<file path="src/rtl/pll_lock_monitor.sv">
// PLL lock monitor: synchronizes raw lock inputs, qualifies each channel's
// lock over a stable window, and counts lock losses. It also flags channels
// that do not lock within a timeout.
module pll_lock_monitor #(
    parameter int N_CH        = 2,
    parameter int STABLE_CYC  = 64,
    parameter int TIMEOUT_CYC = 4096,
    parameter int CNT_W       = 4
) (
    input  logic                  clk,
    input  logic                  rst_n,
    input  logic                  en,
    input  logic                  clr,
    input  logic [N_CH-1:0]       pll_lock,
    output logic [N_CH-1:0]       lock_stable,
    output logic [N_CH-1:0]       loss_pulse,
    output logic [N_CH*CNT_W-1:0] loss_cnt,
    output logic [N_CH-1:0]       timeout_err,
    output logic                  err_any
);

    localparam int QW = $clog2(STABLE_CYC);
    localparam int TW = $clog2(TIMEOUT_CYC);

    localparam logic [QW-1:0] QUAL_LAST = QW'(STABLE_CYC - 1);
    localparam logic [TW-1:0] TO_LAST   = TW'(TIMEOUT_CYC - 1);
    localparam logic [TW-1:0] TO_ARM    = TW'(TIMEOUT_CYC - 2);

    typedef enum logic [1:0] {
        ST_WAIT   = 2'd0,
        ST_QUAL   = 2'd1,
        ST_LOCKED = 2'd2
    } state_e;

    logic [N_CH-1:0] sync1_q;
    logic [N_CH-1:0] sync2_q;
    logic [N_CH-1:0] err_src;
    logic            err_any_q;

    // Two-flop synchronizer for the asynchronous lock inputs.
    // NOTE: clocked blocks use non-blocking assignments so every flop samples pre-edge values.
    always_ff @(posedge clk or negedge rst_n) begin
        if (!rst_n) begin
            sync1_q <= '0;
            sync2_q <= '0;
        end else begin
            sync1_q <= pll_lock;
            sync2_q <= sync1_q;
        end
    end

    for (genvar i = 0; i < N_CH; i++) begin : g_ch
        state_e            state_q, state_d;
        logic [QW-1:0]     qual_cnt_q, qual_cnt_d;
        logic [TW-1:0]     to_cnt_q, to_cnt_d;
        logic              to_err_q, to_err_d;
        logic [CNT_W-1:0]  loss_cnt_q, loss_cnt_d;
        logic              lock_stable_q, lock_stable_d;
        logic              loss_pulse_q;
        logic              loss_evt;
        logic              lock_entry;

        // FSM state and qualify counter registers.
        always_ff @(posedge clk or negedge rst_n) begin
            if (!rst_n) begin
                state_q    <= ST_WAIT;
                qual_cnt_q <= '0;
            end else begin
                state_q    <= state_d;
                qual_cnt_q <= qual_cnt_d;
            end
        end

        // Next-state logic: en low parks the channel in WAIT.
        // NOTE: every combinational output gets a default first so no latch is inferred.
        always_comb begin
            state_d    = state_q;
            qual_cnt_d = qual_cnt_q;
            if (!en) begin
                state_d    = ST_WAIT;
                qual_cnt_d = '0;
            end else begin
                case (state_q)
                    ST_WAIT: begin
                        if (sync2_q[i]) begin
                            state_d    = ST_QUAL;
                            qual_cnt_d = '0;
                        end
                    end
                    ST_QUAL: begin
                        if (!sync2_q[i]) begin
                            state_d    = ST_WAIT;
                            qual_cnt_d = '0;
                        end else if (qual_cnt_q == QUAL_LAST) begin
                            state_d    = ST_LOCKED;
                            qual_cnt_d = '0;
                        end else begin
                            qual_cnt_d = qual_cnt_q + QW'(1);
                        end
                    end
                    ST_LOCKED: begin
                        if (!sync2_q[i]) begin
                            state_d = ST_WAIT;
                        end
                    end
                    default: begin
                        state_d    = ST_WAIT;
                        qual_cnt_d = '0;
                    end
                endcase
            end
        end

        // Output logic: loss detection, timeout and loss counters; clr wins over counting.
        always_comb begin
            loss_evt      = en && (state_q == ST_LOCKED) && !sync2_q[i];
            lock_entry    = (state_d == ST_LOCKED) && (state_q != ST_LOCKED);
            lock_stable_d = (state_d == ST_LOCKED);
            to_cnt_d      = to_cnt_q;
            to_err_d      = to_err_q;
            loss_cnt_d    = loss_cnt_q;

            if (clr) begin
                to_cnt_d = '0;
                to_err_d = 1'b0;
            end else if (!en || lock_entry) begin
                to_cnt_d = '0;
            end else if ((state_q != ST_LOCKED) && (to_cnt_q != TO_LAST)) begin
                to_cnt_d = to_cnt_q + TW'(1);
                if (to_cnt_q == TO_ARM) begin
                    to_err_d = 1'b1;
                end
            end

            if (clr) begin
                loss_cnt_d = '0;
            end else if (loss_evt && (loss_cnt_q != '1)) begin
                loss_cnt_d = loss_cnt_q + CNT_W'(1);
            end
        end

        // Registered outputs and counters.
        always_ff @(posedge clk or negedge rst_n) begin
            if (!rst_n) begin
                to_cnt_q      <= '0;
                to_err_q      <= 1'b0;
                loss_cnt_q    <= '0;
                lock_stable_q <= 1'b0;
                loss_pulse_q  <= 1'b0;
            end else begin
                to_cnt_q      <= to_cnt_d;
                to_err_q      <= to_err_d;
                loss_cnt_q    <= loss_cnt_d;
                lock_stable_q <= lock_stable_d;
                loss_pulse_q  <= loss_evt;
            end
        end

        assign lock_stable[i]                 = lock_stable_q;
        assign loss_pulse[i]                  = loss_pulse_q;
        assign timeout_err[i]                 = to_err_q;
        assign loss_cnt[i*CNT_W +: CNT_W]     = loss_cnt_q;
        assign err_src[i]                     = to_err_q | (|loss_cnt_q);
    end

    // Summary error flag, registered one cycle behind its sources.
    always_ff @(posedge clk or negedge rst_n) begin
        if (!rst_n) begin
            err_any_q <= 1'b0;
        end else begin
            err_any_q <= |err_src;
        end
    end

    assign err_any = err_any_q;

endmodule

</file>
<file path="config.mk">
export PLATFORM = sky130hd
export DESIGN_NAME = pll_lock_monitor
export DESIGN_NICKNAME = d
export VERILOG_FILES = /design/src/rtl/pll_lock_monitor.sv
export SDC_FILE = /design/constraint.sdc
export NUM_CORES = 1
export LEC_CHECK = 0
export ABC_CLOCK_PERIOD_IN_PS = 2800
export BUFFER_PORTS_ARGS = -buffer_cell sky130_fd_sc_hd__buf_2
export CAP_MARGIN = 5
export CORE_ASPECT_RATIO = 1.2
export CORE_MARGIN = 2
export CORE_UTILIZATION = 50
export DETAILED_ROUTE_END_ITERATION = 7
export PLACE_DENSITY = 0.68
export SLEW_MARGIN = 15
export SYNTH_ARGS = -nofsm -noshare
export SYNTH_HDL_FRONTEND = slang
export SYNTH_SLANG_ARGS = --single-unit
</file>
<file path="constraint.sdc">
create_clock -name clk -period 2.8 [get_ports clk]
set_input_delay 0.42 -clock clk [delete_from_list [all_inputs] [get_ports clk]]
set_output_delay 0.42 -clock clk [all_outputs]
set_load 0.01 [all_outputs]
</file>
==> reports/qor_table.md, run 1 <==
| Item | Reported | Unit |
|:---|:---|:---|
| Outcome | finished, final reports clean | - |
| Number of global-route vias before repair | 2,231 | - |
| Seq cells post-synth | 59 | - |
| Die area | 6810 | µm² |
| Most common cell after layout, fill and taps aside | sky130_fd_sc_hd__dfrtp_1 | - |
| Kind of critical path | reg -> reg | - |
| Total power divided by cell area | 499 | nW/µm² |
| Number of top-level pins | 21 | - |
| Switching portion of total power | 0.233 | - |
| ANT nets after route | 0 | - |
| Maximum vdd ir drop | 0.000411 | V |
| Fraction of power consumed by sequential logic | 0.511 | - |
| Worst slew pin tran | 0.716 | ns |
| CP endpoint kind | flop | - |
| Core area | 6010 | µm² |
| CTS sink cnt | 59 | - |
| Time the worst path needs with I/O delays and setup | 1.75 | ns |
| Fraction of final layout cells sized beyond drive strength 1 | 0.133 | - |
| Half-perimeter wire length after placement | 4130 | µm |
| Relative slew margins | 0.523 | - |
| # DRC | 0 | - |
| Tcrit/Tclk final | 0.625 | - |
| Ant. Diodes | 0 | - |
| Average routed wire per standard cell | 13.9 | µm |
| Pre-CTS setup slack | 1.04 | ns |
| GP Congestion | 0.806 | - |
| Startpoint Class | flop | - |
| Classification of the worst-slack hold path | in -> async | - |
| Cells resized by post-CTS repair | 0 | - |
| Mean cell area of the mapped netlist | 9.66 | µm² |
| Starting density of the core | 0.513 | - |
| Cell area after technology mapping | 3080 | µm² |
| Share of power burned in combinational logic | 0.035 | - |
| Reg2reg setup slack | 1.05 | ns |
| Antenna violations before repair | 0 | - |
| Number of buffers inserted by post-CTS setup repair | 0 | - |
| Setup repair after global routing missed its margin | false | - |
| Arrival time at the worst endpoint | 2.02 | ns |
| Area Overhead vs Synth | 10.9 | % |
| Dominant cell type by area after synthesis | sky130_fd_sc_hd__dfrtp_1 | - |
| Clk Tree Root Cell | sky130_fd_sc_hd__clkbuf_8 | - |
| Chip Height | 90 | µm |
| Top-area cell type share of the netlist area | 0.479 | - |
| Switching power summed over all nets | 397 | µW |
| Clock slew seen by the registers of the worst setup and hold paths | 0.07 | ns |
| CTS HTree Levels | 3 | - |
| Post-Syn Nets | 335 | - |
| Max-cap violations | 0 | - |
| Number of synthesized flops with an enable pin | 0 | - |
| Die Width | 75.7 | µm |
| Final number of hold-violating endpoints | 0 | - |
| Total overflow reported by the global router | 0 | - |
| CTS tree | done | - |
| Number of standard cells in the final layout excluding fillers | 427 | - |
| Cell internal pwr | 1.31 | mW |
| Share of synthesized flip-flops with an asynchronous set or reset | 1.00 | - |
| Drt first pass iters | 4 | - |
| Count of port buffers added during placement | 20 | - |
| # nets final | 356 | - |
| CTS max path bufs | 2 | - |
| GRT Resource Usage Total | 0.200 | - |
| Max-slew violation count | 0 | - |
| Number of cell instances on the worst register-to-register path | 4 | - |
| Worst EP required | 3.07 | ns |
| Setup-violating endpoint count in the final report | 0 | - |
| Synth warn | 0 | - |
| Setup TNS after final layout | 0 | ns |
| Count of mapped cells out of synthesis | 319 | - |
| Top fanout value on the critical path | 10 | - |
| Largest net degree at the start of global routing | 33 | - |
| Predominant post-synthesis flop cell | sky130_fd_sc_hd__dfrtp_1 | - |
| Filler instances | 531 | - |
| Cell total after placement | 411 | - |
| Portion of total power attributed to the clock network | 0.454 | - |
| Most frequent cells in the layout | sky130_fd_sc_hd__dfrtp_1, sky130_fd_sc_hd__nand2_1, sky130_fd_sc_hd__nor2_1, sky130_fd_sc_hd__a21oi_1, sky130_fd_sc_hd__buf_2 | - |
| Total wirelength of the detailed-routed design | 5920 | µm |
| Sequential element share of the synthesized area | 0.479 | - |
| Setup skew after layout | 0.0102 | ns |
| Clock buffer count from CTS | 9 | - |
| Global-route wire length before repair | 10,300 | µm |
| Sequential cell area | 1480 | µm² |
| Post-synth cell types | 47 | - |
| Final setup margin | 1.05 | ns |
| Clock network latency to the later pin of the worst-skew pair | 0.35 | ns |
| Via/cell ratio | 5.62 | - |
| Via count | 2,400 | - |
| Area used by multi-input combinational logic | 1460 | µm² |
| Hold-fix buffers at CTS | 0 | - |
| Cell leakage power | 1.43 | nW |
| Cell Rows | 31 | - |
| Achievable Freq | 571 | MHz |
| Synth top area cells | sky130_fd_sc_hd__dfrtp_1, sky130_fd_sc_hd__ha_1, sky130_fd_sc_hd__nand2_1 | - |
| Drt first-iter violations | 105 | - |
==> cell usage after synthesis, types with 5 or more instances <==
master / n
sky130_fd_sc_hd__o21ai_0: 16
sky130_fd_sc_hd__o31ai_1: 9
sky130_fd_sc_hd__a31oi_1: 5
sky130_fd_sc_hd__nand4_1: 7
sky130_fd_sc_hd__xnor2_1: 6
sky130_fd_sc_hd__a21oi_1: 20
sky130_fd_sc_hd__inv_1: 16
sky130_fd_sc_hd__or4_1: 8
sky130_fd_sc_hd__xor2_1: 5
sky130_fd_sc_hd__nor2_1: 20
sky130_fd_sc_hd__ha_1: 10
sky130_fd_sc_hd__nand2_1: 30
sky130_fd_sc_hd__nor3_1: 9
sky130_fd_sc_hd__a211oi_1: 5
sky130_fd_sc_hd__buf_4: 7
sky130_fd_sc_hd__nand2b_1: 5
sky130_fd_sc_hd__nand3_1: 19
sky130_fd_sc_hd__dfrtp_1: 59
sky130_fd_sc_hd__and3_1: 8
==> sequential cells by signal, summed over array words and instances (netlist names) <==
name,flops
err_any,1
g_ch.lock_stable_q,2
g_ch.loss_cnt_q,8
g_ch.loss_pulse_q,2
g_ch.qual_cnt_q,12
g_ch.state_q,4
g_ch.to_cnt_q,24
g_ch.to_err_q,2
sync1_q,2
sync2_q,2
==> metal layers <==
metal / up-vias / wire [µm] / global-route usage
li1: 1219 / - / -
met1: 1135 / 2930 / 0.279
met2: 35 / 2610 / 0.286
met3: 11 / 260 / 0.0650
met4: 0 / 120 / 0.0789
met5: - / 0 / 0
==> layout make-up <==
class,instances,share of cell area
multi-input cells,231,0.428
inverters,16,0.0176
well taps,82,0.0300
clock inverters,5,0.0154
clock buffers,11,0.0414
flip-flops and latches,59,0.432
repair buffers,23,0.0359
==> worst max-delay path, cell delays in order (launching register included) <==
cell	delay, ns
sky130_fd_sc_hd__dfrtp_1	0.46
sky130_fd_sc_hd__nand2b_1	0.38
sky130_fd_sc_hd__nand3_1	0.23
sky130_fd_sc_hd__or4_1	0.44
sky130_fd_sc_hd__a21oi_1	0.15
==> logic make-up (layout without fill, tap and decap cells) <==
group                    Yosys count  in the layout  share of synthesized area
multiplexers                       2              2                    0.00650
XOR/XNOR                          11             11                     0.0313
AO/OA/AOI/OAI                     69             69                      0.140
flip-flops                        59             59                      0.479
AND/OR/NAND/NOR                  139            139                      0.256
buffers and inverters             29             55                     0.0467
adder cells (fa/ha/maj)           10             10                     0.0406
==> through the flow <==
stage / hold WS, ns / util / total power, mW / instance area, µm²
finish: 0.117 / 0.568 / 1.70 / 3420
global placement: 0.332 / 0.536 / 0.947 / 3220
global route: 0.165 / 0.568 / 1.78 / 3420
CTS: 0.143 / 0.568 / 1.72 / 3420
floorplan: 0.124 / - / 0.915 / 3080
detailed placement: 0.338 / 0.536 / 0.949 / 3220
==> worst paths after layout <==
kind / start / endpoint
max in group asynchronous: rst_n / g_ch[0].to_cnt_q[2]$_DFFE_PN0P_
min reg2reg: sync1_q[1]$_DFF_PN0_ / sync2_q[1]$_DFF_PN0_
max reg2reg: g_ch[1].state_q[0]$_DFF_PN0_ / g_ch[1].to_cnt_q[8]$_DFFE_PN0P_
min: rst_n / g_ch[0].qual_cnt_q[3]$_DFFE_PN0P_
min in group clk: pll_lock[0] / sync1_q[0]$_DFF_PN0_
max: g_ch[1].state_q[0]$_DFF_PN0_ / g_ch[1].to_cnt_q[8]$_DFFE_PN0P_
==> power by group through the flow <==
| stage | registers, mW | clock network, mW | logic, mW |
|---|---|---|---|
| finish | 0.871 | 0.774 | 0.0596 |
| global route | 0.872 | 0.834 | 0.0693 |
| CTS | 0.871 | 0.790 | 0.0619 |
| detailed placement | 0.887 | 0 | 0.0618 |
| global placement | 0.887 | 0 | 0.0603 |
| floorplan | 0.885 | 0 | 0.0300 |
(Power assumes the default switching activity.)
==> run 2, diff against run 1 <==
--- a/config.mk
+++ b/config.mk
@@ -5,7 +5,8 @@
 export SDC_FILE = /design/constraint.sdc
 export NUM_CORES = 1
 export LEC_CHECK = 0
-export ABC_CLOCK_PERIOD_IN_PS = 2800
+export ABC_AREA = 1
+export ABC_CLOCK_PERIOD_IN_PS = 1700
 export BUFFER_PORTS_ARGS = -buffer_cell sky130_fd_sc_hd__buf_2
 export CAP_MARGIN = 5
 export CORE_ASPECT_RATIO = 1.2
==> constraint.sdc (replaced) <==
create_clock -name clk -period 1.7 [get_ports clk]
set_input_delay 0.255 -clock clk [delete_from_list [all_inputs] [get_ports clk]]
set_output_delay 0.255 -clock clk [all_outputs]
set_load 0.01 [all_outputs]
==> run 2 against run 1 <==
  * Synthesized cell count increased by 27%
  * Non-clock buffer count up 7
  * Clock-buffer cell count is 1 higher
  * Maximum frequency is 11% higher
  * Setup slack worse by 0.92 ns
  * Cell area rose by 8.3%
  * Critical path depth up 6
  * Global-route usage down 0.36 points
  * Clock power up 64%
  * Sequential power up 71%
  * Register-to-register slack got worse by 0.92 ns
  * Critical path type unchanged
  * Largest power group unchanged
==> reports/qor_table.md, run 2 <==
| Item | Reported | Unit |
|:---|:---|:---|
| Outcome | finished, final reports clean | - |
| Mean cell area of the mapped netlist | 8.02 | µm² |
| Most common cell in the synthesized netlist | sky130_fd_sc_hd__nand2_1 | - |
| Time the worst path needs with I/O delays and setup | 1.57 | ns |
| Number of synthesized flops with an enable pin | 0 | - |
| # DRC | 0 | - |
| Most frequent cells in the layout | sky130_fd_sc_hd__nand2_1, sky130_fd_sc_hd__dfrtp_1, sky130_fd_sc_hd__inv_1 | - |
| Starting density of the core | 0.512 | - |
| Number of flip-flops under the largest register name | 24 | - |
| Total wirelength of the detailed-routed design | 6450 | µm |
| Clock network latency to the later pin of the worst-skew pair | 0.34 | ns |
| Half-perimeter wire length after placement | 4650 | µm |
| Setup-violating endpoint count in the final report | 0 | - |
| Clock buffer count from CTS | 9 | - |
| Arrival time at the worst endpoint | 1.84 | ns |
| Most common cell after layout, fill and taps aside | sky130_fd_sc_hd__nand2_1 | - |
| Classification of the worst-slack hold path | in -> reg | - |
| Ant. Diodes | 0 | - |
| Synth warn | 0 | - |
| GP Congestion | 0.887 | - |
| Drt first pass iters | 4 | - |
| Maximum vdd ir drop | 0.000507 | V |
| CTS sink cnt | 59 | - |
| Register bank with the most flops | g_ch.to_cnt_q | - |
| Post-Syn Nets | 422 | - |
| Via count | 2,677 | - |
| Synth top area cells | sky130_fd_sc_hd__dfrtp_1, sky130_fd_sc_hd__nand2_1, sky130_fd_sc_hd__inv_1 | - |
| Via/cell ratio | 5.08 | - |
| Clock slew seen by the registers of the worst setup and hold paths | 0.07 | ns |
| Switching power summed over all nets | 746 | µW |
| Cell internal pwr | 2.25 | mW |
| End-of-flow core utilization | 0.582 | - |
| Drt first-iter violations | 87 | - |
| Fraction of final layout cells sized beyond drive strength 1 | 0.183 | - |
| Chip Height | 92.4 | µm |
| Final design area excluding fillers | 3700 | µm² |
| Largest net degree at the start of global routing | 60 | - |
| Worst EP required | 1.97 | ns |
| CP endpoint kind | flop | - |
| Area Overhead vs Synth | 13.7 | % |
| CTS tree | done | - |
| Cell area after technology mapping | 3260 | µm² |
| Share of power burned in combinational logic | 0.077 | - |
| Worst slew pin tran | 0.465 | ns |
| Count of mapped cells out of synthesis | 406 | - |
| Achievable Freq | 635 | MHz |
| CTS HTree Levels | 3 | - |
| Max-cap violations | 0 | - |
| Startpoint Class | flop | - |
| Placed cell area | 3450 | µm² |
| Sequential element share of the synthesized area | 0.453 | - |
| ANT nets after route | 0 | - |
| Average routed wire per standard cell | 12.2 | µm |
| Kind of critical path | reg -> reg | - |
| Number of global-route vias before repair | 2,463 | - |
| Core area | 6370 | µm² |
| Largest registers | g_ch.to_cnt_q x24, g_ch.qual_cnt_q x12, g_ch.loss_cnt_q x8 | - |
| Top-area cell type share of the netlist area | 0.453 | - |
| Predominant post-synthesis flop cell | sky130_fd_sc_hd__dfrtp_1 | - |
| Number of top-level pins | 21 | - |
| Relative slew margins | 0.689 | - |
| Cell leakage power | 1.69 | nW |
| Post-synth cell types | 35 | - |
| Top fanout value on the critical path | 11 | - |
| GRT Resource Usage Total | 0.196 | - |
| Switching portion of total power | 0.249 | - |
| Setup skew after layout | 0.00603 | ns |
| Dominant cell type by area after synthesis | sky130_fd_sc_hd__dfrtp_1 | - |
| Setup TNS after final layout | 0 | ns |
| Portion of total power attributed to the clock network | 0.426 | - |
| Final number of hold-violating endpoints | 0 | - |
| Fraction of power consumed by sequential logic | 0.497 | - |
| Count of port buffers added during placement | 20 | - |
| Die area | 7180 | µm² |
| Cell Rows | 32 | - |
| Total overflow reported by the global router | 0 | - |
| Clk Tree Root Cell | sky130_fd_sc_hd__clkbuf_8 | - |
| Seq cells post-synth | 59 | - |
| CTS max path bufs | 2 | - |
| Most used standard cells in the synthesized netlist | sky130_fd_sc_hd__nand2_1, sky130_fd_sc_hd__dfrtp_1, sky130_fd_sc_hd__inv_1, sky130_fd_sc_hd__nor2_1, sky130_fd_sc_hd__nand3_1 | - |
| Total power divided by cell area | 808 | nW/µm² |
| Antenna violations before repair | 0 | - |
| Max-slew violation count | 0 | - |
| Global-route wire length before repair | 11,000 | µm |
| Die Width | 77.7 | µm |
| # nets final | 453 | - |
| Tcrit/Tclk final | 0.926 | - |
| Share of synthesized flip-flops with an asynchronous set or reset | 1.00 | - |
[run 2: worst paths after layout]
| path | end | cells past startpoint | slack [ns] | startpoint |
|---|---|---|---|---|
| worst max-delay path | g_ch[1].to_cnt_q[4]$_DFFE_PN0P_ | 10 | 0.13 | g_ch[1].to_cnt_q[1]$_DFFE_PN0P_ |
| worst min-delay path | sync1_q[0]$_DFF_PN0_ | 1 | 0.02 | pll_lock[0] |
| worst max register to register | g_ch[1].to_cnt_q[4]$_DFFE_PN0P_ | 10 | 0.13 | g_ch[1].to_cnt_q[1]$_DFFE_PN0P_ |
| worst min register to register | sync2_q[0]$_DFF_PN0_ | 0 | 0.35 | sync1_q[0]$_DFF_PN0_ |
| max in group asynchronous | g_ch[0].to_cnt_q[5]$_DFFE_PN0P_ | 3 | 0.98 | rst_n |
| min in group asynchronous | g_ch[1].loss_cnt_q[3]$_DFFE_PN0P_ | 3 | 0.44 | rst_n |
[run 2: cell families (layout without fill, tap and decap cells)]
logic type                 Yosys count  count (layout)  share of synthesized area
AOI/OAI and AO/OA                   59              59                      0.108
buffers and inverters               65             101                     0.0857
DFF                                 59              59                      0.453
and+or+nand+nor                    201             201                      0.282
xor gates and xnor gates            12              12                     0.0323
adders and majority gates           10              10                     0.0384
[run 2: routing by layer]
| metal | up-vias | global-route usage | share of wire |
|---|---|---|---|
| met3 | 11 | 0.0370 | 0.028 |
| met1 | 1255 | 0.247 | 0.47 |
| met4 | 0 | 0.103 | 0.019 |
| li1 | 1368 | - | - |
| met5 | - | 0 | 0 |
| met2 | 43 | 0.320 | 0.49 |
[run 2: layout make-up]
type	instances	area [µm²]
Sequential cell	59	1480
Clock inverter	4	50.0
Timing Repair Buffer	30	209
Fill cell	590	2660
Clock buffer	12	145
Multi-Input combinational cell	282	1510
Tap cell	85	106
Inverter	55	206
[run 2: power groups by stage]
stage | clock (mW) | combinational [mW] | sequential (mW)
floorplan | 0 | 0.125 | 1.51
global placement | 0 | 0.223 | 1.51
detailed placement | 0 | 0.231 | 1.51
CTS | 1.31 | 0.233 | 1.49
global route | 1.37 | 0.271 | 1.49
finish | 1.27 | 0.231 | 1.49
[run 2: worst max-delay path, cell delays in order (launching register included)]
cell,delay (ns)
sky130_fd_sc_hd__dfrtp_1,0.41
sky130_fd_sc_hd__ha_2,0.26
sky130_fd_sc_hd__inv_1,0.06
sky130_fd_sc_hd__nor2_2,0.13
sky130_fd_sc_hd__nand3_2,0.09
sky130_fd_sc_hd__nand2_2,0.08
sky130_fd_sc_hd__nand2_2,0.07
sky130_fd_sc_hd__nor2_4,0.13
sky130_fd_sc_hd__buf_12,0.14
sky130_fd_sc_hd__nand2_1,0.06
sky130_fd_sc_hd__o21ai_2,0.06
[run 2: per-stage QoR]
stage | hold WS, ns | instances | total power [mW] | setup slack [ns]
global route | 0.00950 | 527 | 3.14 | -0.00211
detailed placement | 0.290 | 507 | 1.75 | 0.0478
global placement | 0.287 | 507 | 1.73 | 0.120
finish | 0.0222 | 527 | 2.99 | 0.125
CTS | 0.00317 | 524 | 3.03 | 0.0294
floorplan | -0.0406 | 406 | 1.64 | 0.227
[run 2: what timing repair did]
item | in CTS | in global routing
endpoints found under the hold margin | 59 | 1
endpoints found under the setup margin | 0 | 15
gates resized for setup | 0 | 4
setup buffers | 0 | 2
hold buffers | 1 | 1
==> run 3, diff against run 2 <==
--- a/config.mk
+++ b/config.mk
@@ -12,6 +12,7 @@
 export CORE_ASPECT_RATIO = 1.2
 export CORE_MARGIN = 2
 export CORE_UTILIZATION = 50
+export CTS_BUF_LIST = sky130_fd_sc_hd__clkbuf_16
 export DETAILED_ROUTE_END_ITERATION = 7
 export PLACE_DENSITY = 0.68
 export SLEW_MARGIN = 15
==> run 3 against run 2 <==
  * Die area did not move
  * Via count is 0.82% lower
  * Critical path type unchanged
  * Cell count decreased by 0.38%
==> reports/qor_table.md, run 3 (synthesis gave the netlist of run 2 again) <==
| Item | Reported | Unit |
|:---|:---|:---|
| Max-cap violations | 0 | - |
| Clock network latency to the later pin of the worst-skew pair | 0.32 | ns |
| Half-perimeter wire length after placement | 4650 | µm |
| Most common cell after layout, fill and taps aside | sky130_fd_sc_hd__nand2_1 | - |
| # nets final | 451 | - |
| Area used by multi-input combinational logic | 1510 | µm² |
| Final number of hold-violating endpoints | 0 | - |
| Sequential cell area | 1480 | µm² |
| Clock slew seen by the registers of the worst setup and hold paths | 0.05 | ns |
| Total power divided by cell area | 915 | nW/µm² |
| Switching portion of total power | 0.234 | - |
| CTS HTree Levels | 3 | - |
| Largest net degree at the start of global routing | 60 | - |
| Startpoint Class | flop | - |
| Ant. Diodes | 0 | - |
| Time the worst path needs with I/O delays and setup | 1.56 | ns |
| Drt first-iter violations | 106 | - |
| Number of flip-flops under the largest register name | 24 | - |
| Total overflow reported by the global router | 0 | - |
| ANT nets after route | 0 | - |
| Fin Hold WS | 0.0356 | ns |
| Setup TNS after final layout | 0 | ns |
| Die area | 7180 | µm² |
| Setup skew after layout | 0.00607 | ns |
| Core area | 6370 | µm² |
| Number of top-level pins | 21 | - |
| CTS max path bufs | 2 | - |
| CTS sink cnt | 59 | - |
| Setup-violating endpoint count in the final report | 0 | - |
| Worst slew pin tran | 0.474 | ns |
| GP Congestion | 0.887 | - |
| Fraction of power consumed by sequential logic | 0.432 | - |
| Achievable Freq | 640 | MHz |
| Top fanout value on the critical path | 8 | - |
| Antenna violations before repair | 0 | - |
| Filler instances | 577 | - |
| Global-route wire length before repair | 11,000 | µm |
| Via count | 2,655 | - |
| Relative slew margins | 0.683 | - |
| Cell Rows | 32 | - |
| Chip Height | 92.4 | µm |
| Share of power burned in combinational logic | 0.065 | - |
| Die Width | 77.7 | µm |
| Cell leakage power | 1.73 | nW |
| Max-slew violation count | 0 | - |
| Worst EP required | 1.95 | ns |
| Clk Tree Root Cell | sky130_fd_sc_hd__clkbuf_16 | - |
| Largest registers | g_ch.to_cnt_q x24, g_ch.qual_cnt_q x12, g_ch.loss_cnt_q x8 | - |
| Average routed wire per standard cell | 12.2 | µm |
| Number of global-route vias before repair | 2,436 | - |
| Switching power summed over all nets | 807 | µW |
| Count of port buffers added during placement | 20 | - |
| Setup repair after global routing missed its margin | false | - |
| End-of-flow core utilization | 0.593 | - |
| Pre-CTS setup slack | 0.0478 | ns |
| Final setup margin | 0.136 | ns |
| GRT Resource Usage Total | 0.197 | - |
| Kind of critical path | reg -> reg | - |
| Classification of the worst-slack hold path | in -> reg | - |
| Portion of total power attributed to the clock network | 0.503 | - |
| Maximum vdd ir drop | 0.000639 | V |
| Tcrit/Tclk final | 0.920 | - |
| Starting density of the core | 0.512 | - |
| Area Overhead vs Synth | 15.8 | % |
| CP endpoint kind | flop | - |
| Cell internal pwr | 2.64 | mW |
| Via/cell ratio | 5.06 | - |
| Drt first pass iters | 4 | - |
| Fraction of final layout cells sized beyond drive strength 1 | 0.180 | - |
| CTS tree | done | - |
| Arrival time at the worst endpoint | 1.81 | ns |
| Total wirelength of the detailed-routed design | 6400 | µm |
| Clock buffer count from CTS | 9 | - |
| Register bank with the most flops | g_ch.to_cnt_q | - |
| Most frequent cells in the layout | sky130_fd_sc_hd__nand2_1, sky130_fd_sc_hd__dfrtp_1, sky130_fd_sc_hd__inv_1 | - |
| Outcome | finished, final reports clean | - |
| # DRC | 0 | - |
run 3: cell count changes in the layout (fill, tap and decap cells not counted), sizes merged:
cell / delta
buf: -1
clkbuf: -3
clkinv: +1
dlygate4sd3: -1
inv: +2
run 3: critical path: stages, from the launching register on:
cell                      delay (ns)
sky130_fd_sc_hd__dfrtp_1        0.40
sky130_fd_sc_hd__ha_1           0.23
sky130_fd_sc_hd__nand3_1        0.12
sky130_fd_sc_hd__nor2_2         0.06
sky130_fd_sc_hd__nand2_1        0.10
sky130_fd_sc_hd__nand2_2        0.10
sky130_fd_sc_hd__nor2_2         0.18
sky130_fd_sc_hd__nand2_4        0.14
sky130_fd_sc_hd__o21ai_2        0.15
run 3: cell type report:
class | instances | area share
inverter | 55 | 0.0547
clock inverter | 7 | 0.0163
multi-input combinational | 282 | 0.400
sequential | 59 | 0.391
timing repair buffer | 28 | 0.0498
clock buffer | 9 | 0.0597
tap | 85 | 0.0282
run 3: power groups by stage:
stage / clock network (mW) / logic (mW) / registers (mW)
floorplan: 0 / 0.125 / 1.51
global placement: 0 / 0.223 / 1.51
detailed placement: 0 / 0.231 / 1.51
CTS: 1.77 / 0.233 / 1.49
global route: 1.84 / 0.266 / 1.50
finish: 1.73 / 0.226 / 1.49
run 3: per-stage QoR:
step                      instance area (µm²)  power (mW)  cells
after floorplan                          3260        1.64    406
after global placement                   3450        1.73    507
after detailed placement                 3450        1.75    507
after CTS                                3740        3.50    524
after global routing                     3770        3.60    525
final                                    3770        3.45    525
run 3: final timing paths:
kind                       depth (start not counted)  slack (ns)                           endpoint                               from
max                                                8        0.14    g_ch[1].to_cnt_q[4]$_DFFE_PN0P_  g_ch[1].qual_cnt_q[0]$_DFFE_PN0P_
min                                                1        0.04               sync1_q[1]$_DFF_PN0_                        pll_lock[1]
max reg2reg                                        8        0.14    g_ch[1].to_cnt_q[4]$_DFFE_PN0P_  g_ch[1].qual_cnt_q[0]$_DFFE_PN0P_
min reg2reg                                        0        0.35               sync2_q[0]$_DFF_PN0_               sync1_q[0]$_DFF_PN0_
max in group asynchronous                          3        0.97    g_ch[0].to_cnt_q[5]$_DFFE_PN0P_                              rst_n
min in group asynchronous                          3        0.47  g_ch[1].loss_cnt_q[2]$_DFFE_PN0P_                              rst_n
run 3: timing repair:
item	in CTS	in global routing
setup buffers	0	1
resized for setup	0	3
endpoints found under the hold margin	59	0
endpoints found under the setup margin	0	15
hold buffers	1	0
run 3: metal layers:
layer,vias up,share of wire,global-route usage
met1,1246,0.48,0.249
met2,31,0.49,0.317
met3,7,0.022,0.0604
li1,1371,-,-
met5,-,0,0
met4,0,0.015,0.0759
